<file path="src/rtl/cursor_overlay.sv">
// cursor_overlay: composites a computed 16x16 arrow cursor onto the pixel stream,
// latching the clamped mouse position at frame start and auto-hiding when idle.
module cursor_overlay #(
   parameter int H_ACTIVE    = 640,
   parameter int V_ACTIVE    = 480,
   parameter int CUR_SIZE    = 16,
   parameter int HIDE_FRAMES = 300
) (
   input  logic        clk,
   input  logic        reset_n,
   input  logic [11:0] pos_x_i,
   input  logic [11:0] pos_y_i,
   input  logic        frame_start_i,
   input  logic [9:0]  draw_x_i,
   input  logic [9:0]  draw_y_i,
   input  logic        pixel_en_i,
   input  logic [23:0] pixel_in_i,
   output logic [23:0] pixel_out_o,
   output logic        pixel_en_out_o,
   output logic        cursor_hit_o,
   output logic        cursor_visible_o
);
   localparam int IW = $clog2(HIDE_FRAMES + 2);
   localparam logic [11:0]   XMAX = 12'(H_ACTIVE - 1);
   localparam logic [11:0]   YMAX = 12'(V_ACTIVE - 1);
   localparam logic [IW-1:0] HF   = IW'(HIDE_FRAMES);
   localparam logic [12:0]   CS   = 13'(CUR_SIZE);
   logic [11:0]   cx, cy, cur_x_q, cur_y_q;
   logic [IW-1:0] idle_q, idle_inc;
   logic [12:0]   dx, dy;
   logic          vis_q, moved, in_box, opaque, black;
   logic          hit1_q, blk1_q, en1_q;
   logic [23:0]   pix1_q;
   assign cx       = pos_x_i > XMAX ? XMAX : pos_x_i;
   assign cy       = pos_y_i > YMAX ? YMAX : pos_y_i;
   assign moved    = cx != cur_x_q || cy != cur_y_q;
   assign idle_inc = idle_q + 1'b1;
   // Bit 12 is the sign of the 13-bit difference; negative means left of/above the box.
   assign dx     = {3'b0, draw_x_i} - {1'b0, cur_x_q};
   assign dy     = {3'b0, draw_y_i} - {1'b0, cur_y_q};
   assign in_box = !dx[12] && !dy[12] && dx < CS && dy < CS;
   assign opaque = in_box && dx <= dy;
   assign black  = dx == 13'd0 || dx == dy || dy == CS - 13'd1;
   assign cursor_visible_o = vis_q;
   always_ff @(posedge clk or negedge reset_n) begin
      if (!reset_n) begin
         cur_x_q        <= '0;
         cur_y_q        <= '0;
         idle_q         <= '0;
         vis_q          <= 1'b1;
         hit1_q         <= 1'b0;
         blk1_q         <= 1'b0;
         en1_q          <= 1'b0;
         pix1_q         <= '0;
         pixel_out_o    <= '0;
         pixel_en_out_o <= 1'b0;
         cursor_hit_o   <= 1'b0;
      end else begin
         if (frame_start_i) begin
            cur_x_q <= cx;
            cur_y_q <= cy;
            if (moved) begin
               idle_q <= '0;
               vis_q  <= 1'b1;
            end else if (idle_q < HF) begin
               idle_q <= idle_inc;
               if (idle_inc == HF) vis_q <= 1'b0;
            end
         end
         hit1_q         <= opaque && vis_q && pixel_en_i;
         blk1_q         <= black;
         en1_q          <= pixel_en_i;
         pix1_q         <= pixel_in_i;
         pixel_en_out_o <= en1_q;
         cursor_hit_o   <= hit1_q;
         pixel_out_o    <= !en1_q ? 24'h0 : hit1_q ? (blk1_q ? 24'h0 : 24'hFFFFFF) : pix1_q;
      end
   end
endmodule

</file>
<file path="config.mk">
export PLATFORM = sky130hd
export DESIGN_NAME = cursor_overlay
export DESIGN_NICKNAME = d
export VERILOG_FILES = /design/src/rtl/cursor_overlay.sv
export SDC_FILE = /design/constraint.sdc
export NUM_CORES = 1
export LEC_CHECK = 0
export ABC_AREA = 0
export BUFFER_PORTS_ARGS = -buffer_cell sky130_fd_sc_hd__buf_2
export CORE_MARGIN = 4
export CORE_UTILIZATION = 60
export DETAILED_ROUTE_END_ITERATION = 16
export GPL_TIMING_DRIVEN = 0
export PLACE_DENSITY = 0.83
export SETUP_SLACK_MARGIN = 0.05
export SYNTH_ARGS = -nofsm -noshare
export SYNTH_HDL_FRONTEND = slang
export SYNTH_SLANG_ARGS = --single-unit
</file>
<file path="constraint.sdc">
create_clock -name clk -period 7.4 [get_ports clk]
set_clock_uncertainty 0.15 [all_clocks]
set_input_delay 1.48 -clock clk [delete_from_list [all_inputs] [get_ports clk]]
set_output_delay 1.48 -clock clk [all_outputs]
set_load 0.01 [all_outputs]
</file>
### Word level (Yosys, flattened, before mapping)

Cells that the tools add are included.

* flip-flop bits (word level): 87
* output and inout bits: 27

* add/sub/neg operators: 3
* $lt $le $gt $ge: 6
* equal/unequal tests: 5
* muxes and demuxes: 10
* reductions and logical operators: 16

Operators by type and width (count)
* 24-bit two-way mux: 3
* 13-bit by 5-bit < comparator with 1-bit output, second input constant: 2
* 10-bit by 12-bit subtractor with 13-bit output: 2
* 12-bit two-way mux: 2
* 12-bit != test: 2
* 9-bit two-way mux: 2
* 13-bit equality test: 1
* 13-bit by 4-bit equality test with 1-bit output, second input constant: 1
* 13-bit less-or-equal comparator: 1
* 13-bit zero test: 1
* 12-bit by 10-bit greater-than comparator with 1-bit output, second input constant: 1
* 12-bit by 9-bit greater-than comparator with 1-bit output, second input constant: 1
* 9-bit by 1-bit adder with 9-bit output, second input constant: 1
* 9-bit equality test, second input constant: 1
* 9-bit < comparator, second input constant: 1
* 1-bit logical AND: 6
* 2-bit nonzero test: 2
* 1-bit logical OR: 3
* 1-bit two-way mux: 3
* 3-bit AND reduction: 1
* 1-bit zero test: 2
* 2-bit AND reduction: 1

### Logic depth before layout (Yosys ltp)

* word-level depth: 8
* depth in mapped cells: 15
* mapped depth without buffers: 15

### Worst setup path before layout

Ideal clock, no wire load.

* kind: input to register
* start point: input draw_y_i[3]
* end point: register hit1_q
* setup time: 0.082 ns
* arrival: 3.893 ns
* required time: 7.168 ns
* setup slack: 3.275 ns
* cell stages on the path: 13
* buffers on the path: 0
* path through: ha_1 and2_1 a221oi_1 a21boi_0 o21ai_0 nand2_1 xnor2_1 ha_1 nand2_1 a21oi_1 a221oi_1 o211ai_1 a31oi_1

* word-level cells in the longest chain between the ends: 8
* elaborated cells between the ends (all ways): 10
* classes of those cells: add/sub: 1; order compare: 2; reduce/logical: 7

RTL lines
* start, declared: line 15 `input logic [9:0] draw_y_i,`
* 10-bit by 12-bit subtractor with 13-bit output *: line 40 `assign dy = {3'b0, draw_y_i} - {1'b0, cur_y_q};`
* parallel branches: the longest is 4 deep, another holds 13-bit by 5-bit < comparator with 1-bit output
* 1-bit logical AND *: line 42 `assign opaque = in_box && dx <= dy;`
* 1-bit logical AND * (2 in series): line 70 `hit1_q <= opaque && vis_q && pixel_en_i;`
* end signal, assigned: line 70
* end, declared: line 32 `logic hit1_q, blk1_q, en1_q;`

Every way passes the cells marked *.
A chain may end at the register's enable or synchronous reset.

### Final worst setup path

Same ends and word-level chain as after synthesis.

==> out/qor.json <==
{
  "run_status": {
    "run_status": "completed"
  },
  "logic_synthesis": {
    "synth.top_cells.by_count": "sky130_fd_sc_hd__dfrtp_1 (86), sky130_fd_sc_hd__o21ai_0 (43), sky130_fd_sc_hd__inv_1 (40), sky130_fd_sc_hd__nor2_1 (38), sky130_fd_sc_hd__ha_1 (32)",
    "register_area_share_after_synthesis_pct": 44.0,
    "synth-compound-area-share_pct": 21.5,
    "synthesis.instances": 511,
    "netlist_area_um2": 4950,
    "ys_seq_elements": 87,
    "yosys_warnings": 0,
    "synthMuxAreaShare_pct": 0.405,
    "post_synth_xor_area_fraction_pct": 4.60,
    "number_of_synthesized_flops_with_an_enable_pin": 0,
    "synthFlopType": "sky130_fd_sc_hd__dfrtp_1",
    "synthTopCellsByArea": "sky130_fd_sc_hd__dfrtp_1 (44%), sky130_fd_sc_hd__ha_1 (8.1%), sky130_fd_sc_hd__o21a_1 (4.4%), sky130_fd_sc_hd__o21ai_0 (4.4%), sky130_fd_sc_hd__xnor2_1 (3.2%)",
    "synth_most_common_cell": "sky130_fd_sc_hd__dfrtp_1",
    "synthDominantAreaCellType": "sky130_fd_sc_hd__dfrtp_1",
    "asyncSetResetFlopFracSynth_pct": 100,
    "synthAdderAreaFrac_pct": 8.90,
    "synth_top_family_by_area": "compound AO/OA/AOI/OAI gates",
    "postSynthNetCount": 617,
    "yosysTopAreaCellShare_pct": 43.5,
    "synth_cell_type_count": 67,
    "syn_area_per_cell_um2": 9.68,
    "yosys.area_share.simple_pct": 16.5
  },
  "clock_tree": {
    "cts.root.buffer_cell": "sky130_fd_sc_hd__clkbuf_8",
    "clk_pin_slew_ps": 90,
    "htreeDepth": 3,
    "post_cts_buffers": 0,
    "clock-sinks": 87,
    "clk_latency_ps": 350,
    "cts_max_path_buffers": 2,
    "post_cts.resized_instances": 0,
    "tritoncts": "built",
    "cts_hold_buffers": 0,
    "cts_made_buffers": 9
  },
  "global_route": {
    "grt_first_pass_wirelength_um": 19900,
    "number_of_antenna_violations_at_the_first_check_in_global_routing": 0,
    "grt_usage_pct": 25.3,
    "vias_in_the_first_global_route": 4160,
    "grt_overflow_total": 0,
    "pin_count_of_the_biggest_net_entering_global_routing": 72
  },
  "die": {
    "dieWidth_um": 98.8,
    "die-height_um": 98.8,
    "core_area_um2": 7890,
    "core.rowCount": 32,
    "top_level_ports": 99,
    "die_area_um2": 9760,
    "starting_density_pct": 62.7
  },
  "power_and_ir_drop": {
    "power_switching_w": 0.000343,
    "p_leak_nw": 2.73,
    "p_clk_share_pct": 32.8,
    "seqPwrFrac_pct": 43.9,
    "cellPowerDensity_nw_per_um2": 198,
    "power_switching_share_pct": 29.7,
    "power.internal_w": 0.000811,
    "irDropWorstVdd_mv": 0.0976,
    "comb_power_share_pct": 23.3
  },
  "final_layout": {
    "final-seq-area_um2": 2180,
    "multi_input_area_um2": 2560,
    "fillers": 586,
    "layout-area-overhead-vs-synth_pct": 17.6,
    "drive_above_1_share_pct": 20.3,
    "antennaDiodeCount": 0,
    "nNetsFinal": 727,
    "finished_layout_cells": 727
  },
  "timing": {
    "final.setup.tns_ps": 0,
    "maxSlewHeadroom_pct": 53.1,
    "timing.final.hold_violations": 0,
    "fraction_of_the_cycle_the_final_worst_path_needs_pct": 58.3,
    "drv_slew": 0,
    "finalSetupViolations": 0,
    "period_needed_ps": 4320,
    "rsz_0062_raised_after_global_routing": "no",
    "timing_worst_slew_pin_value_ps": 695,
    "max_freq_mhz": 232
  },
  "critical_path": {
    "crit_slowest_cell": "sky130_fd_sc_hd__a221oi_1",
    "critical_path.reg2reg.endpoint": "hit1_q",
    "setup.worst_path.class": "input port to flip-flop",
    "rr_startpoint": "cur_y_q[3]",
    "worst_path_cell_trace": "buf_2 -> ha_1 -> and2_1 -> a221oi_1 -> a21boi_0 -> o21ai_0 -> nand2_1 -> xnor2_1 -> ha_1 -> nand2_1 -> a21oi_1 -> a221oi_1 -> o211ai_1 -> a31oi_1",
    "arrival_ps": 4430,
    "critPathRequiredTime_ps": 7510,
    "critical_path.startpoint_type": "input port",
    "critPathCaptureType": "flip-flop",
    "launch_point_of_the_critical_path": "draw_y_i[3]",
    "worst-path-max-fanout": 4,
    "critical_path.endpoint": "hit1_q",
    "rr_worst_depth": 14,
    "rrSetupSlack_ps": 3850,
    "critPathMaxStageDelay_ps": 400
  },
  "drt": {
    "route.vias.total": 4295,
    "detail-route-antenna-nets": 0,
    "post_drt_via_cell_ratio": 5.91,
    "dr.first_iter.drc_count": 274,
    "postRouteWirelength_um": 12300,
    "drtPass1Iterations": 6,
    "wl_per_cell_um": 16.9,
    "detail_route.drc_violations": 0
  },
  "placed_design": {
    "dp.cells": 712,
    "gpl.final_weighted_congestion": 0.902,
    "detailed_place_hpwl_um": 9150,
    "portBuffers": 98
  },
  "worst_hold_path": {
    "hp-class": "flip-flop to flip-flop",
    "worstHoldPathCells": 0
  },
  "flow_run": {
    "maxCapViolCount": 0
  }
}
-- layout make-up --
class,instances,share of cell area [%]
inverter,40,2.58
timing repair buffer,99,8.95
multi-input combinational,372,44.1
tap,102,2.19
clock buffer,10,2.37
sequential,87,37.4
clock inverter,5,1.48
buffer,12,0.903
-- state kept, by name (all words and copies together) (netlist names) --
| register | flops |
|---|---|
| idle_q | 9 |
| en1_q | 1 |
| cursor_visible_o | 1 |
| cursor_hit_o | 1 |
| cur_x_q | 12 |
| hit1_q | 1 |
| pix1_q | 24 |
| blk1_q | 1 |
| cur_y_q | 12 |
| pixel_en_out_o | 1 |
| pixel_out_o | 24 |
-- logic make-up after synthesis --
logic type / after synthesis
AOI/OAI and AO/OA: 159
adders and majority gates: 34
buffers and inverters: 52
xor gates and xnor gates: 26
and+or+nand+nor: 151
DFF: 87
muxes: 2
-- power groups by stage --
stage	logic, W	clock network [W]	registers (W)
after floorplan	0.000174	0	0.000517
after global placement	0.000250	0	0.000515
after detailed placement	0.000264	0	0.000516
after CTS	0.000266	0.000385	0.000507
after global routing	0.000301	0.000406	0.000509
final	0.000269	0.000378	0.000507
-- how the worst min path moves through the flow --
stage | from | to | slack (ps)
CTS | en1_q | pixel_en_out_o | 220
floorplan | en1_q | pixel_en_out_o | 200
finish | en1_q | pixel_en_out_o | 230
global placement | en1_q | pixel_en_out_o | 200
global route | en1_q | pixel_en_out_o | 220
detailed placement | hit1_q | cursor_hit_o | 220
-- placed cells by master (no fill, tap or decap), types with 6 or more instances in the layout --
cell,count
sky130_fd_sc_hd__nor2b_1,9
sky130_fd_sc_hd__o21a_1,29
sky130_fd_sc_hd__nor3_1,10
sky130_fd_sc_hd__xnor2_1,18
sky130_fd_sc_hd__nand4_1,6
sky130_fd_sc_hd__dfrtp_1,86
sky130_fd_sc_hd__a21oi_1,27
sky130_fd_sc_hd__xor2_1,8
sky130_fd_sc_hd__nand3_1,13
sky130_fd_sc_hd__and2_1,7
sky130_fd_sc_hd__a31oi_1,8
sky130_fd_sc_hd__inv_1,40
sky130_fd_sc_hd__o21ai_0,43
sky130_fd_sc_hd__nor2_1,38
sky130_fd_sc_hd__ha_1,32
sky130_fd_sc_hd__nand2_1,26
sky130_fd_sc_hd__clkbuf_8,10
sky130_fd_sc_hd__clkbuf_1,11
sky130_fd_sc_hd__buf_2,97
-- stage by stage --
| stage | hold WS [ps] | utilization (%) | cell area, µm² | setup slack (ps) | total power, W |
|---|---|---|---|---|---|
| detailed placement | 217 | 70.9 | 5590 | 2760 | 0.000779 |
| floorplan | 198 | - | 4950 | 3280 | 0.000691 |
| finish | 230 | 73.8 | 5820 | 3080 | 0.00115 |
| global route | 223 | 73.8 | 5820 | 2760 | 0.00122 |
| global placement | 204 | 70.5 | 5560 | 2840 | 0.000765 |
| CTS | 224 | 73.8 | 5820 | 3140 | 0.00116 |
-- critical path: cells and delay by family --
kind | cells | cell delay (ps)
compound gates | 7 | 1680
fa+ha+maj | 2 | 640
simple gates | 3 | 400
xor+xnor | 1 | 140
buf+inv | 1 | 100
-- metal layers --
metal / up-vias / track usage (%) / part of all wire (%)
met3: 20 / 5.38 / 7.6
met1: 2021 / 33.7 / 43
met5: - / 0 / 0
met2: 186 / 41.6 / 47
met4: 0 / 7.67 / 2.2
li1: 2068 / - / -
Note: power is estimated with default switching activity, not from simulation.
